### src/rtl/muldiv_pkg.sv
// muldiv_pkg: opcodes, FSM state encoding and flag bit positions shared by the multiply/divide unit.
package muldiv_pkg;
    localparam logic [2:0] OP_MUL   = 3'd0;
    localparam logic [2:0] OP_UMULL = 3'd1;
    localparam logic [2:0] OP_SMULL = 3'd2;
    localparam logic [2:0] OP_UDIV  = 3'd3;
    localparam logic [2:0] OP_SDIV  = 3'd4;
    typedef logic [1:0] state_t;
    localparam state_t S_IDLE = 2'd0;
    localparam state_t S_CALC = 2'd1;
    localparam state_t S_FIX  = 2'd2;
    localparam state_t S_DONE = 2'd3;
    localparam int FLAG_N = 3;
    localparam int FLAG_Z = 2;
    localparam int FLAG_C = 1;
    localparam int FLAG_V = 0;
endpackage

### src/rtl/muldiv_negate.sv
// muldiv_negate: conditional two's-complement of a WIDTH-bit value.
module muldiv_negate #(
    parameter int WIDTH = 32
) (
    input  logic             neg,
    input  logic [WIDTH-1:0] x,
    output logic [WIDTH-1:0] y
);
    assign y = neg ? (~x) + WIDTH'(1) : x;
endmodule

### src/rtl/muldiv_unit.sv
// muldiv_unit: iterative radix-2 multiply / restoring divide with start/done handshake.
// Signed SMULL/SDIV are built only when MULDIV_SIGNED_EN is defined.
module muldiv_unit
    import muldiv_pkg::*;
#(
    parameter int WIDTH = 32
) (
    input  logic             clk,
    input  logic             reset,
    input  logic             start,
    input  logic [2:0]       op,
    input  logic [WIDTH-1:0] a,
    input  logic [WIDTH-1:0] b,
    output logic             ready,
    output logic             busy,
    output logic             done,
    output logic [WIDTH-1:0] result_lo,
    output logic [WIDTH-1:0] result_hi,
    output logic [3:0]       flags,
    output logic             div_by_zero
);
    localparam int CW = $clog2(WIDTH);
    state_t             state;
    logic [2:0]         op_r, op_eff;
    logic               neg_q, neg_r, ovf, sa, sb, ovf_in;
    logic               is_div, is_div_in, dbz_in, legal, fix_long;
    logic [WIDTH-1:0]   m, mag_a, mag_b, q_fix, r_fix, fix_lo, fix_hi;
    logic [2*WIDTH-1:0] acc, acc_nx, p_fix;
    logic [CW-1:0]      cnt;
    logic [WIDTH:0]     psum, rsh, diff;
    logic [3:0]         fix_flags;
`ifdef MULDIV_SIGNED_EN
    assign op_eff = op;
    assign sa     = (op == OP_SMULL || op == OP_SDIV) && a[WIDTH-1];
    assign sb     = (op == OP_SMULL || op == OP_SDIV) && b[WIDTH-1];
    assign ovf_in = op == OP_SDIV && a == {1'b1, {(WIDTH-1){1'b0}}} && b == '1;
`else
    assign op_eff = op == OP_SMULL ? OP_UMULL : op == OP_SDIV ? OP_UDIV : op;
    assign sa     = 1'b0;
    assign sb     = 1'b0;
    assign ovf_in = 1'b0;
`endif
    assign legal     = op_eff <= OP_SDIV;
    assign is_div_in = op_eff == OP_UDIV || op_eff == OP_SDIV;
    assign dbz_in    = is_div_in && ~|b;
    muldiv_negate #(.WIDTH(WIDTH)) u_neg_a (.neg(sa), .x(a), .y(mag_a));
    muldiv_negate #(.WIDTH(WIDTH)) u_neg_b (.neg(sb), .x(b), .y(mag_b));
    // acc holds {partial product, multiplier} or {partial remainder, dividend/quotient}
    assign is_div = op_r == OP_UDIV || op_r == OP_SDIV;
    assign psum   = {1'b0, acc[2*WIDTH-1:WIDTH]} + (acc[0] ? {1'b0, m} : '0);
    assign rsh    = acc[2*WIDTH-1:WIDTH-1];
    assign diff   = rsh - {1'b0, m};
    assign acc_nx = !is_div ? {psum, acc[WIDTH-1:1]} :
                    diff[WIDTH] ? {rsh[WIDTH-1:0], acc[WIDTH-2:0], 1'b0} :
                    {diff[WIDTH-1:0], acc[WIDTH-2:0], 1'b1};
    muldiv_negate #(.WIDTH(2*WIDTH)) u_neg_p (.neg(neg_q), .x(acc), .y(p_fix));
    muldiv_negate #(.WIDTH(WIDTH)) u_neg_q (.neg(neg_q), .x(acc[WIDTH-1:0]), .y(q_fix));
    muldiv_negate #(.WIDTH(WIDTH)) u_neg_r (.neg(neg_r), .x(acc[2*WIDTH-1:WIDTH]), .y(r_fix));
    assign fix_long  = op_r == OP_UMULL || op_r == OP_SMULL;
    assign fix_lo    = is_div ? q_fix : p_fix[WIDTH-1:0];
    assign fix_hi    = is_div ? r_fix : op_r == OP_MUL ? '0 : p_fix[2*WIDTH-1:WIDTH];
    assign fix_flags = {fix_long ? fix_hi[WIDTH-1] : fix_lo[WIDTH-1],
                        fix_long ? ~|{fix_hi, fix_lo} : ~|fix_lo, 1'b0, ovf};
    assign ready = state == S_IDLE;
    assign busy  = state != S_IDLE;
    assign done  = state == S_DONE;
    always_ff @(posedge clk) begin
        if (reset) begin
            state       <= S_IDLE;
            op_r        <= OP_MUL;
            neg_q       <= 1'b0;
            neg_r       <= 1'b0;
            ovf         <= 1'b0;
            m           <= '0;
            acc         <= '0;
            cnt         <= '0;
            result_lo   <= '0;
            result_hi   <= '0;
            flags       <= '0;
            div_by_zero <= 1'b0;
        end else if (state == S_IDLE && start) begin
            op_r        <= op_eff;
            neg_q       <= sa ^ sb;
            neg_r       <= sa;
            ovf         <= ovf_in;
            m           <= is_div_in ? mag_b : mag_a;
            acc         <= {{WIDTH{1'b0}}, is_div_in ? mag_a : mag_b};
            cnt         <= CW'(WIDTH-1);
            div_by_zero <= dbz_in;
            // divide-by-zero and illegal ops bypass the datapath entirely
            if (!legal || dbz_in) begin
                state     <= S_DONE;
                result_lo <= legal ? '1 : '0;
                result_hi <= legal ? a : '0;
                flags     <= legal ? 4'b1000 : 4'b0000;
            end else begin
                state <= S_CALC;
            end
        end else if (state == S_CALC) begin
            acc   <= acc_nx;
            cnt   <= cnt - CW'(1);
            state <= ~|cnt ? S_FIX : S_CALC;
        end else if (state == S_FIX) begin
            result_lo <= fix_lo;
            result_hi <= fix_hi;
            flags     <= fix_flags;
            state     <= S_DONE;
        end else if (state == S_DONE) begin
            state <= S_IDLE;
        end
    end
endmodule

### config.mk
export PLATFORM = sky130hd
export DESIGN_NAME = muldiv_unit
export DESIGN_NICKNAME = d
export VERILOG_FILES = /design/src/rtl/muldiv_pkg.sv /design/src/rtl/muldiv_negate.sv /design/src/rtl/muldiv_unit.sv
export SDC_FILE = /design/constraint.sdc
export NUM_CORES = 1
export LEC_CHECK = 0
export CAP_MARGIN = 20
export CORE_ASPECT_RATIO = 0.5
export CORE_MARGIN = 2
export CORE_UTILIZATION = 52
export DETAILED_ROUTE_END_ITERATION = 6
export HOLD_SLACK_MARGIN = 0.12
export PLACE_DENSITY = 0.88
export SKIP_LAST_GASP = 1
export SLEW_MARGIN = 30
export SYNTH_ARGS = -nofsm -noshare
export SYNTH_HDL_FRONTEND = slang
export SYNTH_SLANG_ARGS = --single-unit
### constraint.sdc
create_clock -name clk -period 3.1 [get_ports clk]
set_input_delay 0.31 -clock clk [delete_from_list [all_inputs] [get_ports clk]]
set_output_delay 0.31 -clock clk [all_outputs]
set_load 0.01 [all_outputs]
==> impl_results.md <==
- Share of layout cells above drive strength 1: 0.1435
- CTS tree: yes
- Synth Area in Simple Gates: 0.2100
- Row count: 39
- CP required: 3.45 ns
- Total Power: 12100 uW
- Final #Nets: 1919
- Vias in the first global route: 12520
- Initial antenna violation count: 2
- Die H: 112.5 um
- Hold WC Path Type: input port to flip-flop
- CP max-delay cell: dfxtp_1
- Pwr Density: 773.2 mW/mm2
- Max clock buf depth: 2
- EDFF count, synth: 0
- Static leakage: 0.006166 uW
- Placed cells: 2048
- Worst Setup Start Kind: flip-flop
- Remaining global-route overflow: 0
- Worst-path clk slew: 0.07 ns
- Setup TNS: 0 ns
- DR DRC count: 0
- Via count: 13660
- Slowest stage delay, CP: 0.42 ns
- Primary FF master, synth: dfxtp_1
- Final Core Density: 0.6809
- Clock sink count: 173
- Setup slack after placement: -0.07515 ns
- Die ar.: 0.02488 mm2
- Netlist cell types: 82
- Synth Instances: 1595
- Clock power share: 0.203
- Slew Limit Headroom: 0.4063
- H-Tree Depth: 4
- Mux cell area share after synthesis: 0.07087
- Critical Path End Type: flip-flop
- Crit-path max FO: 4
- Die width: 221.1 um
- Hold-critical path depth: 4
- Status: complete, no violations
- First-pass GRT wire length: 68.37 mm
- Cts hold-fix bufs: 0
- Worst Reg-to-Reg Cells: 12
- Fin crit period: 3.082 ns
- Crit Reg-Reg Endpoint: acc[62]$_SDFFE_PP0P_
- Cts bufs inserted: 17
- Critical Path, Cell by Cell: inv_1, ha_1, o211ai_1, a21oi_1, o21ai_0, nand3_1, a311oi_1, o41ai_2, buf_4, xor2_1, a21oi_1, o21ai_0
- Worst skew pair latency: 0.46 ns
- # fillers: 1796
- Worst setup margin: 0.01792 ns
- Worst clock skew: 0.01406 ns
- Main combinational cell family by area after synthesis: compound AO/OA/AOI/OAI gates
- Placer Congestion: 0.9961
- Mean post-synth cell area: 7.681 um2
- Worst path arrival time: 3.43 ns
- Fmax achieved: 324.5 MHz
- Layout area overhead: 27.74%
- Max-cap violations: 0
- Port bufs: 139
- Combinational group share of total power: 0.513
- Vias per Instance: 6.502
- Core Footprint: 0.02298 mm2
- Sequential share of power: 0.284
- XOR/XNOR Fraction of Synth Area: 0.04003
- Sequential area share after synthesis: 0.2827
- RSZ-0062 raised after global routing: true
- Psw: 5114 uW
- Final non-filler cell total: 2100
- Switching Fraction: 0.4227
- RR Startpoint: m[3]$_SDFFE_PP0P_
- DR WL/cell: 21.18 um
- Initial Util: 0.5331
- Worst-Margin Slew: 0.8906 ns
- Ys Warns: 0
- Internal: 6985 uW
- Antenna Nets Post-Route: 0
- Async set-or-reset flop fraction in the synthesized netlist: 0
- Worst vdd ir: 0.0004526 V
- Largest net degree at the start of global routing: 132
- WP buf/inv: 2
- CP Class: flip-flop to flip-flop
- Synth Area in Adders: 0.07373
- Drt total wl: 44.47 mm
- Hold Startpoint: reset
- Compound-Gate Fraction of Synth Area: 0.2693
- Reg2Reg Setup Slack: 0.02 ns
- Crit path max-delay family: compound AO/OA/AOI/OAI gates
- Drt first pass iters: 6
- All-Layer GR Usage: 0.3448
- Io pins: 142
- Clk root buf: clkbuf_16
- Drt initial violations: 2024
- Max Transition Viols Final: 0
- Yosys reg bits: 173
- Hold path endpoint: acc[60]$_SDFFE_PP0P_
- Synthesized area: 0.01225 mm2
- Final period utilization: 0.9942
- Final Hold Viols: 0
- Final setup vio count: 0
- Post-DP HPWL: 32.40 mm
-- repair_timing --
item                       in CTS  in global routing
gates resized for setup         3                 44
pin swaps                       0                 17
setup endpoints to repair       8                 25
setup buffers                   0                 17
gates cloned                    0                  1
-- cell type report --
type	instances	area, um2	area share
repair buffers	277	2567	0.1641
inverters	46	172.7	0.01103
flip-flops and latches	173	3478	0.2223
clock inverters	12	193.9	0.01239
multi-input cells	1263	8382	0.5356
clock buffers	20	466.7	0.02982
diodes	2	5.005	0.0003198
well taps	307	384.1	0.02454
-- state kept, by name, indices dropped and copies added, names as in the netlist --
register and flops:
acc 64, m 32, result_hi 32, result_lo 32, cnt 5, op_r 3
flags 2, state 2, div_by_zero 1
-- cells in the final DEF (no fill, tap or decap), drive strengths merged, types with 5 or more instances in the layout --
| cell type | instances |
|---|---|
| ha | 69 |
| a31oi | 47 |
| o211ai | 41 |
| o21a | 13 |
| nor2 | 185 |
| o22ai | 5 |
| a211oi | 77 |
| nor4 | 23 |
| clkbuf | 22 |
| clkdlybuf4s50 | 138 |
| nor2b | 10 |
| a221oi | 33 |
| nand2b | 6 |
| inv | 52 |
| a21o | 27 |
| nand4 | 10 |
| nand3b | 12 |
| a311oi | 6 |
| nor3 | 54 |
| dfxtp | 173 |
| xor2 | 20 |
| mux2 | 11 |
| and3 | 16 |
| o21bai | 9 |
| nand3 | 19 |
| buf | 137 |
| mux2i | 74 |
| a21oi | 115 |
| xnor2 | 36 |
| o21ai | 72 |
| and2 | 37 |
| nand2 | 173 |
-- worst reg2reg max path, delay by kind of cell, from the launching register on --
family | cells | cell delay [ns]
compound gates | 7 | 1.60
flops | 1 | 0.42
fa+ha+maj | 1 | 0.34
buf+inv | 2 | 0.24
simple gates | 1 | 0.23
xor+xnor | 1 | 0.13
-- per-layer routing --
layer	wire length, um	share of wire	global-route usage
met5	0	0	0
met4	1485	0.033	0.1244
met3	5621	0.13	0.1010
met2	19040	0.43	0.5223
met1	18330	0.41	0.4669
-- worst max-delay path by stage --
stage	start	slack, ns	to	cells after the start
finish	m[3]$_SDFFE_PP0P_	0.02	acc[62]$_SDFFE_PP0P_	12
global route	acc[31]$_SDFFE_PP0P_	-0.08	acc[52]$_SDFFE_PP0P_	15
CTS	acc[0]$_SDFFE_PP0P_	-0.03	acc[61]$_SDFFE_PP0P_	12
detailed placement	b[20]	-0.08	result_hi[3]$_SDFFE_PP0P_	13
global placement	b[20]	0.11	result_hi[7]$_SDFFE_PP0P_	13
floorplan	acc[0]$_SDFFE_PP0P_	0.03	acc[61]$_SDFFE_PP0P_	14
-- cell usage after synthesis (all sizes together) (4+ instances only) --
| master | instances | area, um2 |
|---|---|---|
| nor2 | 185 | 701.9 |
| dfxtp | 173 | 3463 |
| nand2 | 173 | 649.4 |
| a21oi | 115 | 579.3 |
| clkbuf | 92 | 356.6 |
| a211oi | 77 | 583.1 |
| mux2i | 74 | 740.7 |
| o21ai | 72 | 364.1 |
| ha | 69 | 863.3 |
| nor3 | 54 | 270.3 |
| a31oi | 47 | 294.0 |
| inv | 46 | 172.7 |
| o211ai | 41 | 307.8 |
| and2 | 37 | 232.7 |
| xnor2 | 36 | 315.3 |
| a221oi | 33 | 295.3 |
| a21o | 27 | 209.0 |
| nor4 | 23 | 143.9 |
| buf | 22 | 121.4 |
| xor2 | 20 | 175.2 |
| nand3 | 19 | 95.09 |
| and3 | 16 | 105.1 |
| o21a | 13 | 97.59 |
| nand3b | 12 | 90.09 |
| mux2 | 11 | 127.6 |
| nand4 | 10 | 62.56 |
| nor2b | 10 | 70.06 |
| o21bai | 9 | 67.56 |
| a311oi | 6 | 52.55 |
| nand2b | 6 | 37.54 |
| o22ai | 5 | 31.28 |
| o221ai | 4 | 35.03 |
| o31ai | 4 | 30.03 |
| o41ai | 4 | 42.55 |
-- cells by family after synthesis --
logic type | Yosys count
AND/OR/NAND/NOR | 559
AO/OA/AOI/OAI | 490
flip-flops | 173
buffers and inverters | 160
multiplexers | 85
adder cells (fa/ha/maj) | 71
XOR/XNOR | 56
other | 1
-- power by group through the flow --
stage | combinational (uW) | sequential [uW] | clock [uW]
global placement | 5690 | 3420 | 0
CTS | 5880 | 3400 | 2460
global route | 6700 | 3500 | 2550
floorplan | 3560 | 3410 | 0
finish | 6200 | 3440 | 2460
detailed placement | 5830 | 3440 | 0
-- metrics by stage --
stage          cell area [um2]  hold WS (ns)
2_1_floorplan            12280        0.4762
3_3_place_gp             14650        0.4380
3_5_place_dp             14650        0.4455
4_1_cts                  15320        0.1489
5_1_grt                  15650        0.1730
6_report                 15650        0.1578
(Power assumes the default switching activity.)
